[config.mk]
export PLATFORM = sky130hd
export DESIGN_NAME = systolic_row_deskew_flat
export DESIGN_NICKNAME = d
export VERILOG_FILES = /design/src/rtl/systolic_row_deskew_if.sv /design/src/rtl/systolic_row_deskew.sv /design/src/flat_wrapper.sv
export SDC_FILE = /design/constraint.sdc
export NUM_CORES = 1
export LEC_CHECK = 0
export ABC_CLOCK_PERIOD_IN_PS = 6300
export BUFFER_PORTS_ARGS = -buffer_cell sky130_fd_sc_hd__buf_2
export CAP_MARGIN = 40
export CORE_MARGIN = 2
export CORE_UTILIZATION = 53
export CTS_CLUSTER_SIZE = 12
export DETAILED_ROUTE_END_ITERATION = 8
export PLACE_DENSITY = 0.86
export SETUP_SLACK_MARGIN = 0.15
export SKIP_CTS_REPAIR_TIMING = 1
export SYNTH_ARGS = -nofsm -noshare
export SYNTH_HDL_FRONTEND = slang
export SYNTH_SLANG_ARGS = --single-unit
[constraint.sdc]
create_clock -name clk -period 6.3 [get_ports clk]
set_clock_uncertainty 0.2 [all_clocks]
set_input_delay 0.63 -clock clk [delete_from_list [all_inputs] [get_ports clk]]
set_output_delay 0.63 -clock clk [all_outputs]
set_load 0.05 [all_outputs]
[src/rtl/systolic_row_deskew_if.sv]
// systolic_row_deskew_if: skewed-column input, aligned-row FIFO output and status bundle
interface systolic_row_deskew_if #(
    parameter int ACC_WIDTH = 16,
    parameter int COLS = 4,
    parameter int DEPTH = 4
);
    logic                           clear_i;
    logic                           shift;
    logic                           valid_i;
    logic [COLS*ACC_WIDTH-1:0]      data_i;
    logic                           ready_o;
    logic                           out_valid;
    logic                           out_ready;
    logic [COLS*ACC_WIDTH-1:0]      out_data;
    logic [$clog2(DEPTH+1)-1:0]     level_o;
    logic                           overflow_o;
    modport slave (
        input  clear_i, shift, valid_i, data_i, out_ready,
        output ready_o, out_valid, out_data, level_o, overflow_o
    );
    modport master (
        output clear_i, shift, valid_i, data_i, out_ready,
        input  ready_o, out_valid, out_data, level_o, overflow_o
    );
endinterface

[src/rtl/systolic_row_deskew.sv]
// systolic_row_deskew: delays each skewed array column by its complement so rows line up,
// then queues aligned rows in a DEPTH-entry FIFO behind a valid/ready interface.
module systolic_row_deskew #(
    parameter int ACC_WIDTH = 16,
    parameter int COLS = 4,
    parameter int DEPTH = 4
) (
    input logic clk,
    input logic reset,
    systolic_row_deskew_if.slave bus
);
    localparam int RW = COLS * ACC_WIDTH;
    localparam int PW = $clog2(DEPTH);
    localparam int LW = $clog2(DEPTH + 1);
    localparam logic [PW-1:0] LAST = PW'(DEPTH - 1);
    localparam logic [LW-1:0] FULL = LW'(DEPTH);
    logic          flush;
    logic [RW-1:0] row;
    logic          row_valid;
    assign flush = reset || bus.clear_i;
    genvar j;
    generate
        for (j = 0; j < COLS - 1; j++) begin : g_col
            localparam int L = COLS - 1 - j;
            logic [ACC_WIDTH-1:0] line_q [L];
            always_ff @(posedge clk) begin
                if (flush) begin
                    for (int s = 0; s < L; s++) line_q[s] <= '0;
                end else if (bus.shift) begin
                    line_q[0] <= bus.data_i[j*ACC_WIDTH +: ACC_WIDTH];
                    for (int s = 1; s < L; s++) line_q[s] <= line_q[s-1];
                end
            end
            assign row[j*ACC_WIDTH +: ACC_WIDTH] = line_q[L-1];
        end
        if (COLS > 1) begin : g_vl
            logic [COLS-2:0] vl_q;
            always_ff @(posedge clk) begin
                if (flush) begin
                    vl_q <= '0;
                end else if (bus.shift) begin
                    vl_q[0] <= bus.valid_i;
                    for (int s = 1; s < COLS - 1; s++) vl_q[s] <= vl_q[s-1];
                end
            end
            assign row_valid = vl_q[COLS-2];
        end else begin : g_nvl
            assign row_valid = bus.valid_i;
        end
    endgenerate
    // The last column arrives already aligned and bypasses any storage.
    assign row[(COLS-1)*ACC_WIDTH +: ACC_WIDTH] = bus.data_i[(COLS-1)*ACC_WIDTH +: ACC_WIDTH];
    logic [RW-1:0] mem_q [DEPTH];
    logic [PW-1:0] rd_q, rd_d, wr_q, wr_d;
    logic [LW-1:0] lvl_q, lvl_d;
    logic          ovf_q, ovf_d;
    logic          full, pop, try_push, push;
    always_comb begin
        full     = lvl_q == FULL;
        pop      = (lvl_q != '0) && bus.out_ready;
        try_push = bus.shift && row_valid;
        push     = try_push && (!full || pop);
        rd_d     = pop ? (rd_q == LAST ? '0 : rd_q + 1'b1) : rd_q;
        wr_d     = push ? (wr_q == LAST ? '0 : wr_q + 1'b1) : wr_q;
        lvl_d    = lvl_q + LW'(push) - LW'(pop);
        ovf_d    = ovf_q || (try_push && !push);
    end
    always_ff @(posedge clk) begin
        if (flush) begin
            for (int d = 0; d < DEPTH; d++) mem_q[d] <= '0;
            rd_q  <= '0;
            wr_q  <= '0;
            lvl_q <= '0;
            ovf_q <= 1'b0;
        end else begin
            if (push) mem_q[wr_q] <= row;
            rd_q  <= rd_d;
            wr_q  <= wr_d;
            lvl_q <= lvl_d;
            ovf_q <= ovf_d;
        end
    end
    assign bus.out_valid  = lvl_q != '0;
    assign bus.out_data   = mem_q[rd_q];
    assign bus.level_o    = lvl_q;
    assign bus.ready_o    = !full;
    assign bus.overflow_o = ovf_q;
endmodule

[src/flat_wrapper.sv]
// flat-port wrapper written by rule: the top's interface ports become plain ports
module systolic_row_deskew_flat 
#(
    parameter int ACC_WIDTH = 16,
    parameter int COLS = 4,
    parameter int DEPTH = 4
)
  (clk, reset, bus_clear_i, bus_shift, bus_valid_i, bus_data_i, bus_out_ready, bus_ready_o, bus_out_valid, bus_out_data, bus_level_o, bus_overflow_o);
  systolic_row_deskew_if #(.ACC_WIDTH(ACC_WIDTH), .COLS(COLS), .DEPTH(DEPTH)) bus_i ();
  input logic clk;
  input logic reset;
  input wire logic [$bits(bus_i.clear_i)-1:0] bus_clear_i;
  input wire logic [$bits(bus_i.shift)-1:0] bus_shift;
  input wire logic [$bits(bus_i.valid_i)-1:0] bus_valid_i;
  input wire logic [$bits(bus_i.data_i)-1:0] bus_data_i;
  input wire logic [$bits(bus_i.out_ready)-1:0] bus_out_ready;
  output wire logic [$bits(bus_i.ready_o)-1:0] bus_ready_o;
  output wire logic [$bits(bus_i.out_valid)-1:0] bus_out_valid;
  output wire logic [$bits(bus_i.out_data)-1:0] bus_out_data;
  output wire logic [$bits(bus_i.level_o)-1:0] bus_level_o;
  output wire logic [$bits(bus_i.overflow_o)-1:0] bus_overflow_o;
  assign bus_i.clear_i = bus_clear_i;
  assign bus_i.shift = bus_shift;
  assign bus_i.valid_i = bus_valid_i;
  assign bus_i.data_i = bus_data_i;
  assign bus_i.out_ready = bus_out_ready;
  assign bus_ready_o = bus_i.ready_o;
  assign bus_out_valid = bus_i.out_valid;
  assign bus_out_data = bus_i.out_data;
  assign bus_level_o = bus_i.level_o;
  assign bus_overflow_o = bus_i.overflow_o;
  systolic_row_deskew #(.ACC_WIDTH(ACC_WIDTH), .COLS(COLS), .DEPTH(DEPTH)) u_core (.clk(clk), .reset(reset), .bus(bus_i));
endmodule
==> metrics.md, run 1 <==
| Metric | Value |
|---|---|
| Avg Inst Size Synth | `15.2 µm²` |
| Worst stage delay on the critical path | `0.84 ns` |
| Iter 0 DRT Violations | `1132` |
| Buffers & Inverters on Critical Path | `2` |
| Flop-to-flop setup slack | `3.01 ns` |
| M2 GR Usage | `37.9%` |
| First-pass iteration count of the detailed router | `8` |
| Worst r2r src | `u_core.bus.level_o[1]$_SDFF_PP0_` |
| Overall Global Routing Usage | `22.0%` |
| GRT overflow | `0` |
| Post-place setup slack | `2.50 ns` |
| IO buf count | `139` |
| Min-delay src | `bus_valid_i` |
| Maxcap violations | `0` |
| Synth Instances | `976` |
| Yosys top cell area share | `71.1%` |
| Pwr dens | `296 mW/mm²` |
| Synth Register Bits | `365` |
| Num rows | `61` |
| Reg clk slew, reported paths | `0.06 ns` |
| Slew margin rel. | `41.8%` |
| Final wirelength | `32.2 mm` |
| Slack of the critical path | `2.60 ns` |
| Tmin final | `3.70 ns` |
| Global route hottest layer | `met2` |
| Worst Setup End Kind | `primary output` |
| DRC | `0` |
| Die width | `171 µm` |
| HP Class | `primary input to flip-flop` |
| Vias/cell | `5.78` |
| Cell Chain, Critical Path | `buf_4, mux4_2, buf_2` |
| Initial core utilization | `53.6%` |
| Final setup violating endpoints | `0` |
| CP startpoint kind | `flip-flop` |
| Stages on worst setup path | `3` |
| Total number of vias | `8617` |
| Synth cell types | `34` |
| EDFF count, synth | `352` |
| Routed len/inst | `21.6 µm` |
| Max clock buf depth | `3` |
| Delay-heaviest family, CP | `buffers and inverters` |
| Layout area overhead | `14.4%` |
| IO Count | `140` |
| Die Span Y | `171 µm` |
| Ant. Diodes | `0` |
| Vias in the first global route | `8780` |
| Post-Layout Inst Area | `0.0170 mm²` |
| Worst-skew pair later-pin latency | `0.52 ns` |
| CTS root buf | `clkbuf_16` |
| Critical setup path kind | `flip-flop to primary output` |
| Async S/R FF share, synth | `0%` |
| Die Area | `0.0294 mm²` |
| Most common flop cell mapped by yosys | `edfxtp_1` |
| Layout cell share with drive strength beyond 1 | `24.5%` |
| Max frequency | `270 MHz` |
| Final Max Tran Viols | `0` |
| WP data arrival | `2.87 ns` |
| Cts bufs inserted | `37` |
| Worst Path Required | `5.47 ns` |
| Slowest CP cell | `dfxtp_4` |
| Status | `complete, no violations` |
| Post-route ant nets | `0` |
| Worst Tran Pin Value | `0.874 ns` |
| Num Clock Sinks | `365` |
| Register area share after synthesis | `72.9%` |
| LEAKAGE | `6.58 nW` |
| Area contributors post-synth | `edfxtp_1 (71%), mux4_2 (9.7%), nor2_1 (6.5%)` |
| # nets final | `1171` |
| Routability congestion estimate | `0.756` |
| Synth warn | `0` |
| Reg-to-reg endpoint | `u_core.bus.level_o[2]$_SDFF_PP0_` |
| R2R depth | `8` |
| Total negative slack | `0 ns` |
| DP Area | `0.0159 mm²` |
| Pwr Total | `0.00503 W` |
| RSZ-0062 raised after global routing | `no` |
| Worst VDD drop | `0.000185 V` |
| Crit path capture | `bus_out_data[15]` |
| Fin crit share | `58.7%` |
| Crit path max fanout | `35` |
| Mapped cell area | `0.0149 mm²` |
| Fin. Hold Viols | `0` |
| Syn Nets | `1051` |
| CTS H-tree lvls | `2` |
| Initial antenna violation count | `0` |
| Met3 usage | `3.82%` |
| Hpwl dp | `18.4 mm` |
| Leading area contributor after synthesis | `edfxtp_1` |
| Grt met1 use | `27.6%` |
| Global-route wire length before repair | `48.3 mm` |
| Largest net degree at the start of global routing | `103` |
| Total core area | `0.0277 mm²` |
| CTS tree | `done` |
-- cell families (layout without fill, tap and decap cells) --
| family | after synthesis | after routing | share of synthesized area [%] |
|---|---|---|---|
| xor+xnor | 2 | 2 | 0.118 |
| buf+inv | 79 | 216 | 2.80 |
| flops | 365 | 365 | 72.9 |
| mux | 67 | 67 | 9.90 |
| simple gates | 449 | 449 | 13.5 |
| compound gates | 9 | 9 | 0.337 |
| fa+ha+maj | 5 | 5 | 0.472 |
-- synth_stat cells (all sizes together), types with 2 or more instances --
cell,count
inv,6
ha,4
nor3,2
buf,42
mux2i,3
dfxtp,13
edfxtp,352
xnor2,2
nand3,3
clkbuf,31
nand4b,2
a21oi,3
nor2,257
and3,96
nand2,72
or3,3
mux4,64
o21ai,4
and2,7
-- routing by layer --
layer	vias up	part of all wire, %
met4	0	3.5
met2	464	52
met5	-	0
met3	83	7.7
li1	3808	-
met1	4262	37
-- where the power goes --
group	switching (W)	total, W	internal, W	leakage, nW
combinational	0.000177	0.000246	0.0000691	2.00
clock	0.000861	0.00199	0.00113	0.517
sequential	0.0000341	0.00279	0.00275	4.07
total	0.00107	0.00503	0.00396	6.58
-- sequential cells by signal, indices dropped and copies added, names as in the netlist, named ones only --
| register | flops |
|---|---|
| u_core.g_vl.vl_q | 3 |
| u_core.rd_q | 2 |
| u_core.bus.level_o | 3 |
| u_core.mem_q | 256 |
| u_core.bus.overflow_o | 1 |
| u_core.wr_q | 2 |
| u_core.g_col.line_q | 96 |
-- worst register-to-register path, cell delays in order (launching register included) --
cell and delay [ns]:
dfxtp_1 0.39, or4b_1 0.73, nand2_4 0.70, inv_1 0.14, ha_1 0.25, fa_1 0.40
xnor2_1 0.19, xnor2_1 0.14, nor2_1 0.05
-- worst min-delay path by stage --
stage	end	slack (ns)	cells past startpoint
3_5_place_dp	u_core.bus.overflow_o$_SDFF_PP0_	0.25	1
4_1_cts	u_core.g_vl.vl_q[0]$_SDFFE_PP0P_	0.14	3
5_1_grt	u_core.g_vl.vl_q[0]$_SDFFE_PP0P_	0.18	3
6_report	u_core.g_vl.vl_q[0]$_SDFFE_PP0P_	0.15	3
2_1_floorplan	flip-flop	0.25	2
3_3_place_gp	u_core.bus.overflow_o$_SDFF_PP0_	0.25	1
-- stage by stage --
| step | hold WS [ns] | util, % | std cells |
|---|---|---|---|
| after floorplan | 0.255 | - | 976 |
| after global placement | 0.250 | 56.9 | 1429 |
| after detailed placement | 0.253 | 57.5 | 1435 |
| after CTS | 0.140 | 61.4 | 1491 |
| after global routing | 0.177 | 61.4 | 1491 |
| final | 0.149 | 61.4 | 1491 |
-- final cells by class --
cell class                 count  area (µm²)
multi-input combinational    532        3680
timing repair buffer         154         928
tap                          378         473
clock inverter                 4        30.0
clock buffer                  52        1030
fill                        1933       10700
sequential                   365       10800
inverter                       6        22.5
-- cell usage in the layout (no fill, tap or decap), drive strengths merged, types with 2 or more instances in the layout --
master / instances
a21oi: 3
and2: 7
and3: 96
buf: 154
clkbuf: 52
clkinv: 3
dfxtp: 13
edfxtp: 352
ha: 4
inv: 7
mux2i: 3
mux4: 64
nand2: 72
nand3: 3
nand4b: 2
nor2: 257
nor3: 2
o21ai: 4
or3: 3
xnor2: 2
Note: power is estimated with default switching activity, not from simulation.
==> inputs of run 2 (changes only) <==
--- a/config.mk
+++ b/config.mk
@@ -5,14 +5,14 @@
 export SDC_FILE = /design/constraint.sdc
 export NUM_CORES = 1
 export LEC_CHECK = 0
-export ABC_CLOCK_PERIOD_IN_PS = 6300
+export ABC_CLOCK_PERIOD_IN_PS = 3800
 export BUFFER_PORTS_ARGS = -buffer_cell sky130_fd_sc_hd__buf_2
 export CAP_MARGIN = 40
 export CORE_MARGIN = 2
-export CORE_UTILIZATION = 53
+export CORE_UTILIZATION = 59
 export CTS_CLUSTER_SIZE = 12
 export DETAILED_ROUTE_END_ITERATION = 8
-export PLACE_DENSITY = 0.86
+export PLACE_DENSITY = 0.9
 export SETUP_SLACK_MARGIN = 0.15
 export SKIP_CTS_REPAIR_TIMING = 1
 export SYNTH_ARGS = -nofsm -noshare
==> constraint.sdc (replaced) <==
create_clock -name clk -period 3.8 [get_ports clk]
set_clock_uncertainty 0.2 [all_clocks]
set_input_delay 0.38 -clock clk [delete_from_list [all_inputs] [get_ports clk]]
set_output_delay 0.38 -clock clk [all_outputs]
set_load 0.05 [all_outputs]
==> run 2 against run 1 <==
Combinational power increased by 76%. Power increased by 66%. Clock power increased by 67%. Sequential cell count unchanged. Die area decreased by 9.9%. Sequential power increased by 66%. Utilization increased by 7.7 points. Cell count decreased by 0.74%. Routed wire length increased by 2.9%. Register-to-register slack got worse by 1.9 ns. Via count increased by 3.3%. The flow now finishes with violations (negative hold slack). Global-route usage increased by 2.9 points.
==> metrics.md, run 2 (synthesis results as in run 1) <==
| Metric | Value |
|---|---|
| Status | `finished with violations` |
| Violated checks | `negative hold slack` |
| CTS tree | `done` |
| Worst Setup End Kind | `primary output` |
| Max FFs per register | `256 (unchanged)` |
| Num rows | `58 (-4.9%)` |
| Cell Chain, Critical Path | `buf_4, mux4_2, buf_2` |
| Fin crit share | `78.5%` |
| WP data arrival | `2.40 ns (-0.47 ns)` |
| Buffers & Inverters on Critical Path | `2 (unchanged)` |
| Worst VDD drop | `0.000276 V (+49%)` |
| Final setup violating endpoints | `0 (unchanged)` |
| # nets final | `1203 (+2.7%)` |
| CTS H-tree lvls | `2 (unchanged)` |
| Global-route wire length before repair | `49.2 mm (+1.8%)` |
| Reg clk slew, reported paths | `0.05 ns (about the same)` |
| Vias in the first global route | `9033 (+2.9%)` |
| Routed len/inst | `22.4 µm (+3.7%)` |
| DRC | `0 (unchanged)` |
| Largest net degree at the start of global routing | `102 (-0.97%)` |
| Initial core utilization | `59.5% (+5.9 points)` |
| Maxcap violations | `0 (unchanged)` |
| Ant. Diodes | `0 (unchanged)` |
| Most frequent cells in the layout | `edfxtp_1 (352), nor2_1 (256), buf_2 (139), and3_1 (96), nand2_1 (68)` |
| Cts bufs inserted | `37 (unchanged)` |
| Initial antenna violation count | `1 (+1)` |
| Num Clock Sinks | `365 (unchanged)` |
| CP startpoint kind | `flip-flop` |
| Pwr dens | `485 mW/mm² (+64%)` |
| Iter 0 DRT Violations | `969 (-14%)` |
| Max frequency | `335 MHz` |
| Critical setup path kind | `flip-flop to primary output` |
| Regs by FF count | `u_core.mem_q x256, u_core.g_col.line_q x96` |
| FILL cells | `1548 (-20%)` |
| Top reg by flops | `u_core.mem_q` |
| RSZ-0062 raised after global routing | `no` |
| Slowest CP cell | `mux4_2` |
| Overall Global Routing Usage | `24.9% (+2.9 points)` |
| First-pass iteration count of the detailed router | `5 (-3)` |
| HP Class | `primary input to flip-flop` |
| GRT overflow | `0 (unchanged)` |
| Layout cell share with drive strength beyond 1 | `24.0% (-0.53 points)` |
| Routability congestion estimate | `0.761 (+0.71%)` |
| Delay-heaviest family, CP | `buffers and inverters` |
| Post-route ant nets | `0 (unchanged)` |
| Fin. Hold Viols | `4 (+4)` |
| Final Max Tran Viols | `0 (unchanged)` |
| IO Count | `140 (unchanged)` |
| IO buf count | `139 (unchanged)` |
| Die width | `163 µm (-5.1%)` |
| Total core area | `0.0250 mm² (-9.9%)` |
| Vias/cell | `6.01 (+4.0%)` |
| Max clock buf depth | `3 (unchanged)` |
| Layout area overhead | `16.1%` |
| Min Hold Slack | `-0.0104 ns (-0.159 ns)` |
| Slew margin rel. | `40.7% (-1.1 points)` |
| LEAKAGE | `6.71 nW (+2.0%)` |
| Worst stage delay on the critical path | `0.60 ns (-0.24 ns)` |
| Die Area | `0.0265 mm² (-9.9%)` |
| Worst Path Required | `3.22 ns (-2.25 ns)` |
| Commonest non-fill, non-tap cell in the layout | `edfxtp_1` |
| Hpwl dp | `17.7 mm (-3.9%)` |
| Final wirelength | `33.1 mm (+2.9%)` |
| Tmin final | `2.98 ns` |
| Total number of vias | `8899 (+3.3%)` |
| Total negative slack | `0 ns (unchanged)` |
| Crit path max fanout | `21 (-40%)` |
| Worst Tran Pin Value | `0.890 ns (+0.0164 ns)` |
| Die Span Y | `163 µm (-5.1%)` |
| CTS root buf | `clkbuf_16` |
| Layout Utilization | `69.1% (+7.7 points)` |
| Worst-skew pair later-pin latency | `0.52 ns (about the same)` |
## run 2: changes by cell type in the layout (fill, tap and decap cells not counted), sizes merged
cell,before,now
clkbuf,52,56
clkinv,3,4
buf,154,156
dlygate4sd3,0,30
## run 2: through the flow
step | hold WS (ns) | total power, W | std cells | cell area, µm² | worst slack [ns]
6_report | -0.0104 | 0.00837 | 1480 | 17300 | 0.818
5_1_grt | 0.000330 | 0.00857 | 1480 | 17300 | 0.685
4_1_cts | -0.0761 | 0.00837 | 1450 | 17000 | 0.769
3_5_place_dp | 0.254 | 0.00511 | 1389 | 15900 | 1.05
3_3_place_gp | 0.248 | 0.00508 | 1387 | 15800 | 1.13
2_1_floorplan | 0.255 | 0.00494 | 976 | 14900 | 0.152
## run 2: final timing paths
kind / depth (start not counted) / from / slack, ns / to
setup / recovery: 3 / flip-flop / 0.82 / bus_out_data[19]
setup reg to reg: 4 / u_core.bus.level_o[1]$_SDFF_PP0_ / 1.06 / u_core.mem_q[2][14]$_SDFFCE_PN0P_
hold reg to reg: 1 / u_core.bus.overflow_o$_SDFF_PP0_ / 0.29 / u_core.bus.overflow_o$_SDFF_PP0_
hold / removal: 2 / bus_data_i[39] / -0.01 / u_core.g_col[2].line_q[0][7]$_SDFFCE_PN0P_
## run 2: area by class of cell
type,count,area (µm²),area share (%)
repair buffers,186,1230,7.11
well taps,330,413,2.39
flip-flops and latches,365,10800,62.8
multi-input cells,532,3680,21.3
clock buffers,56,1050,6.08
inverters,6,22.5,0.131
clock inverters,5,27.5,0.160
## run 2: power by group
| group | total (W) | switching, W | internal (W) |
|---|---|---|---|
| clock | 0.00332 | 0.00142 | 0.00190 |
| combinational | 0.000434 | 0.000301 | 0.000133 |
| sequential | 0.00462 | 0.0000533 | 0.00457 |
| total | 0.00837 | 0.00177 | 0.00660 |
## run 2: per-layer routing
layer	global-route usage [%]	wire, µm
met5	0	0
met4	9.98	964
met3	4.84	2970
met2	42.1	17000
met1	32.1	12200
==> inputs of run 3 (changes only) <==
--- a/config.mk
+++ b/config.mk
@@ -5,14 +5,14 @@
 export SDC_FILE = /design/constraint.sdc
 export NUM_CORES = 1
 export LEC_CHECK = 0
-export ABC_CLOCK_PERIOD_IN_PS = 3800
+export ABC_CLOCK_PERIOD_IN_PS = 2400
 export BUFFER_PORTS_ARGS = -buffer_cell sky130_fd_sc_hd__buf_2
 export CAP_MARGIN = 40
 export CORE_MARGIN = 2
-export CORE_UTILIZATION = 59
+export CORE_UTILIZATION = 53
 export CTS_CLUSTER_SIZE = 12
 export DETAILED_ROUTE_END_ITERATION = 8
-export PLACE_DENSITY = 0.9
+export PLACE_DENSITY = 0.86
 export SETUP_SLACK_MARGIN = 0.15
 export SKIP_CTS_REPAIR_TIMING = 1
 export SYNTH_ARGS = -nofsm -noshare
==> constraint.sdc (replaced) <==
create_clock -name clk -period 2.4 [get_ports clk]
set_clock_uncertainty 0.2 [all_clocks]
set_input_delay 0.24 -clock clk [delete_from_list [all_inputs] [get_ports clk]]
set_output_delay 0.24 -clock clk [all_outputs]
set_load 0.05 [all_outputs]
==> run 3 against run 2 <==
Combinational power up 100%. Critical path type unchanged. Critical endpoint is now bus_out_data[55]. Cell count rose by 8.1%. Hold slack worse by 0.017 ns. The flow finishes with violations (negative hold slack, negative setup slack). Highest routed layer unchanged.
==> metrics.md, run 3 (synthesis results as in run 1) <==
| Metric | Value |
|---|---|
| Overall Global Routing Usage | `22.0% (-2.9 points)` |
| Die Area | `0.0294 mm² (+11%)` |
| RSZ-0062 raised after global routing | `yes` |
| # nets final | `1281 (+6.5%)` |
| Most frequent cells in the layout | `edfxtp_1 (352), nor2_1 (256), and3_1 (96), buf_2 (74), nand2_1 (68)` |
| Post-place setup slack | `0.0444 ns (-1.01 ns)` |
| Reg-to-reg endpoint | `u_core.mem_q[2][22]$_SDFFCE_PN0P_` |
| Routability congestion estimate | `0.770 (+1.2%)` |
| Fin crit share | `101%` |
| Die width | `171 µm (+5.4%)` |
| Flop-to-flop setup slack | `0.11 ns (-0.95 ns)` |
| WHS Endpoint | `u_core.mem_q[0][63]$_SDFFCE_PN0P_` |
| WP data arrival | `1.97 ns (-0.43 ns)` |
| Iter 0 DRT Violations | `1209 (+25%)` |
| Post-route ant nets | `0 (unchanged)` |
| CTS root buf | `clkbuf_16` |
| GRT overflow | `0 (unchanged)` |
| Global-route wire length before repair | `49.0 mm (-0.41%)` |
| Min-delay src | `bus_data_i[63]` |
| Total number of vias | `9634 (+8.3%)` |
| Hpwl dp | `18.1 mm (+2.7%)` |
| Violated checks | `negative hold slack, negative setup slack` |
| Total core area | `0.0277 mm² (+11%)` |
| Worst r2r src | `u_core.bus.level_o[0]$_SDFF_PP0_` |
| Initial core utilization | `53.6% (-5.9 points)` |
| Regs by FF count | `u_core.mem_q x256, u_core.g_col.line_q x96` |
| IO buf count | `139 (unchanged)` |
| Worst stage delay on the critical path | `0.57 ns (-0.03 ns)` |
| Worst Path Required | `1.96 ns (-1.26 ns)` |
| Worst Setup End Kind | `primary output` |
| Die Span Y | `171 µm (+5.4%)` |
| Layout area overhead | `27.7%` |
| Maxcap violations | `0 (unchanged)` |
| Initial antenna violation count | `0 (-1)` |
| Fin. Hold Viols | `4 (unchanged)` |
| Vias in the first global route | `8922 (-1.2%)` |
| Commonest non-fill, non-tap cell in the layout | `edfxtp_1` |
| Num rows | `61 (+5.2%)` |
| DRC | `0 (unchanged)` |
| Pwr dens | `718 mW/mm² (+48%)` |
| LEAKAGE | `7.34 nW (+9.4%)` |
| Largest net degree at the start of global routing | `101 (-0.98%)` |
| Cts bufs inserted | `38 (+2.7%)` |
| Crit path max fanout | `7 (-67%)` |
| Ant. Diodes | `0 (unchanged)` |
| Register area | `0.0108 mm² (+0.10%)` |
| CTS tree | `done` |
| FILL cells | `1600 (+3.4%)` |
| Worst-skew pair later-pin latency | `0.53 ns (about the same)` |
| IO Count | `140 (unchanged)` |
| R2R depth | `6 (+2)` |
| Num Clock Sinks | `365 (unchanged)` |
| Final setup violating endpoints | `3 (+3)` |
| Worst VDD drop | `0.000535 V (+94%)` |
| Routed len/inst | `24.4 µm (+8.8%)` |
| Critical setup path kind | `flip-flop to primary output` |
| CTS H-tree lvls | `2 (unchanged)` |
| CP startpoint kind | `flip-flop` |
| Max clock buf depth | `3 (unchanged)` |
| Tmin final | `2.41 ns` |
| Worst Tran Pin Value | `0.856 ns (-0.0337 ns)` |
| First-pass iteration count of the detailed router | `5 (unchanged)` |
| Slowest CP cell | `mux4_2` |
| Top reg by flops | `u_core.mem_q` |
| Reg clk slew, reported paths | `0.06 ns (about the same)` |
| Max FFs per register | `256 (unchanged)` |
| Cell Chain, Critical Path | `buf_12, buf_16, mux4_2, buf_8` |
| Vias/cell | `6.02 (+0.14%)` |
| Total negative slack | `-0.0184 ns (-0.0184 ns)` |
| Layout cell share with drive strength beyond 1 | `27.0% (+3.0 points)` |
| Slew margin rel. | `42.9% (+2.2 points)` |
| Status | `finished with violations` |
| Final Max Tran Viols | `0 (unchanged)` |
| HP Class | `primary input to flip-flop` |
| Final wirelength | `39.0 mm (+18%)` |
| Hold Path Stages | `3 (+1)` |
| Min Hold Slack | `-0.0279 ns (-0.0175 ns)` |
| Area of the multi-input gates | `0.00378 mm² (+2.7%)` |
| Max frequency | `414 MHz` |
| Slack of the critical path | `-0.0126 ns (-0.830 ns)` |
run 3: cell types whose count changed in the layout (fill, tap and decap cells not counted), sizes merged:
cell	change
clkinv	+2
dlygate4sd3	+37
nand2	+1
buf	+24
bufinv	+1
clkinvlp	+1
clkbuf	+6
run 3: per-stage QoR:
stage               cell area [µm²]  cells  total power (W)  utilization [%]  hold WS [ns]
floorplan                     15000    976          0.00782                -         0.187
global placement              16200   1448          0.00806             58.4         0.248
detailed placement            16200   1448          0.00810             58.4         0.260
CTS                           17300   1504           0.0133             62.3        -0.231
global route                  19000   1600           0.0139             68.5        0.0120
finish                        19000   1600           0.0136             68.5       -0.0279
run 3: cell type report:
| cell class | instances | area share [%] |
|---|---|---|
| inverters | 6 | 0.132 |
| clock inverters | 9 | 0.382 |
| multi-input cells | 533 | 19.9 |
| well taps | 378 | 2.49 |
| flip-flops and latches | 365 | 57.2 |
| clock buffers | 47 | 5.35 |
| repair buffers | 262 | 14.6 |
run 3: critical path: cells and delay by family (launching register included):
kind / cells / cell delay (ns)
mux: 1 / 0.57
buf+inv: 3 / 0.49
flops: 1 / 0.38
run 3: report_power, final:
part	total (W)	leakage (nW)	switching [W]	internal [W]
combinational	0.000880	2.74	0.000530	0.000351
sequential	0.00732	4.07	0.0000961	0.00723
clock	0.00543	0.531	0.00235	0.00307
total	0.0136	7.34	0.00298	0.0107
run 3: layer usage:
metal,vias up,track usage [%],part of all wire [%]
met4,0,7.41,5.0
met1,4726,28.7,35
met5,-,0,0
li1,4043,-,-
met2,717,37.5,51
met3,148,3.96,9.0
run 3: worst max-delay path by stage:
stage / endpoint / cells after the start
after floorplan: u_core.mem_q[3][0]$_DFFE_PP_ / 5
after global placement: u_core.bus.level_o[2]$_SDFF_PP0_ / 9
after detailed placement: u_core.bus.level_o[2]$_SDFF_PP0_ / 9
after CTS: bus_out_data[1] / 3
after global routing: bus_out_data[55] / 4
final: bus_out_data[55] / 4
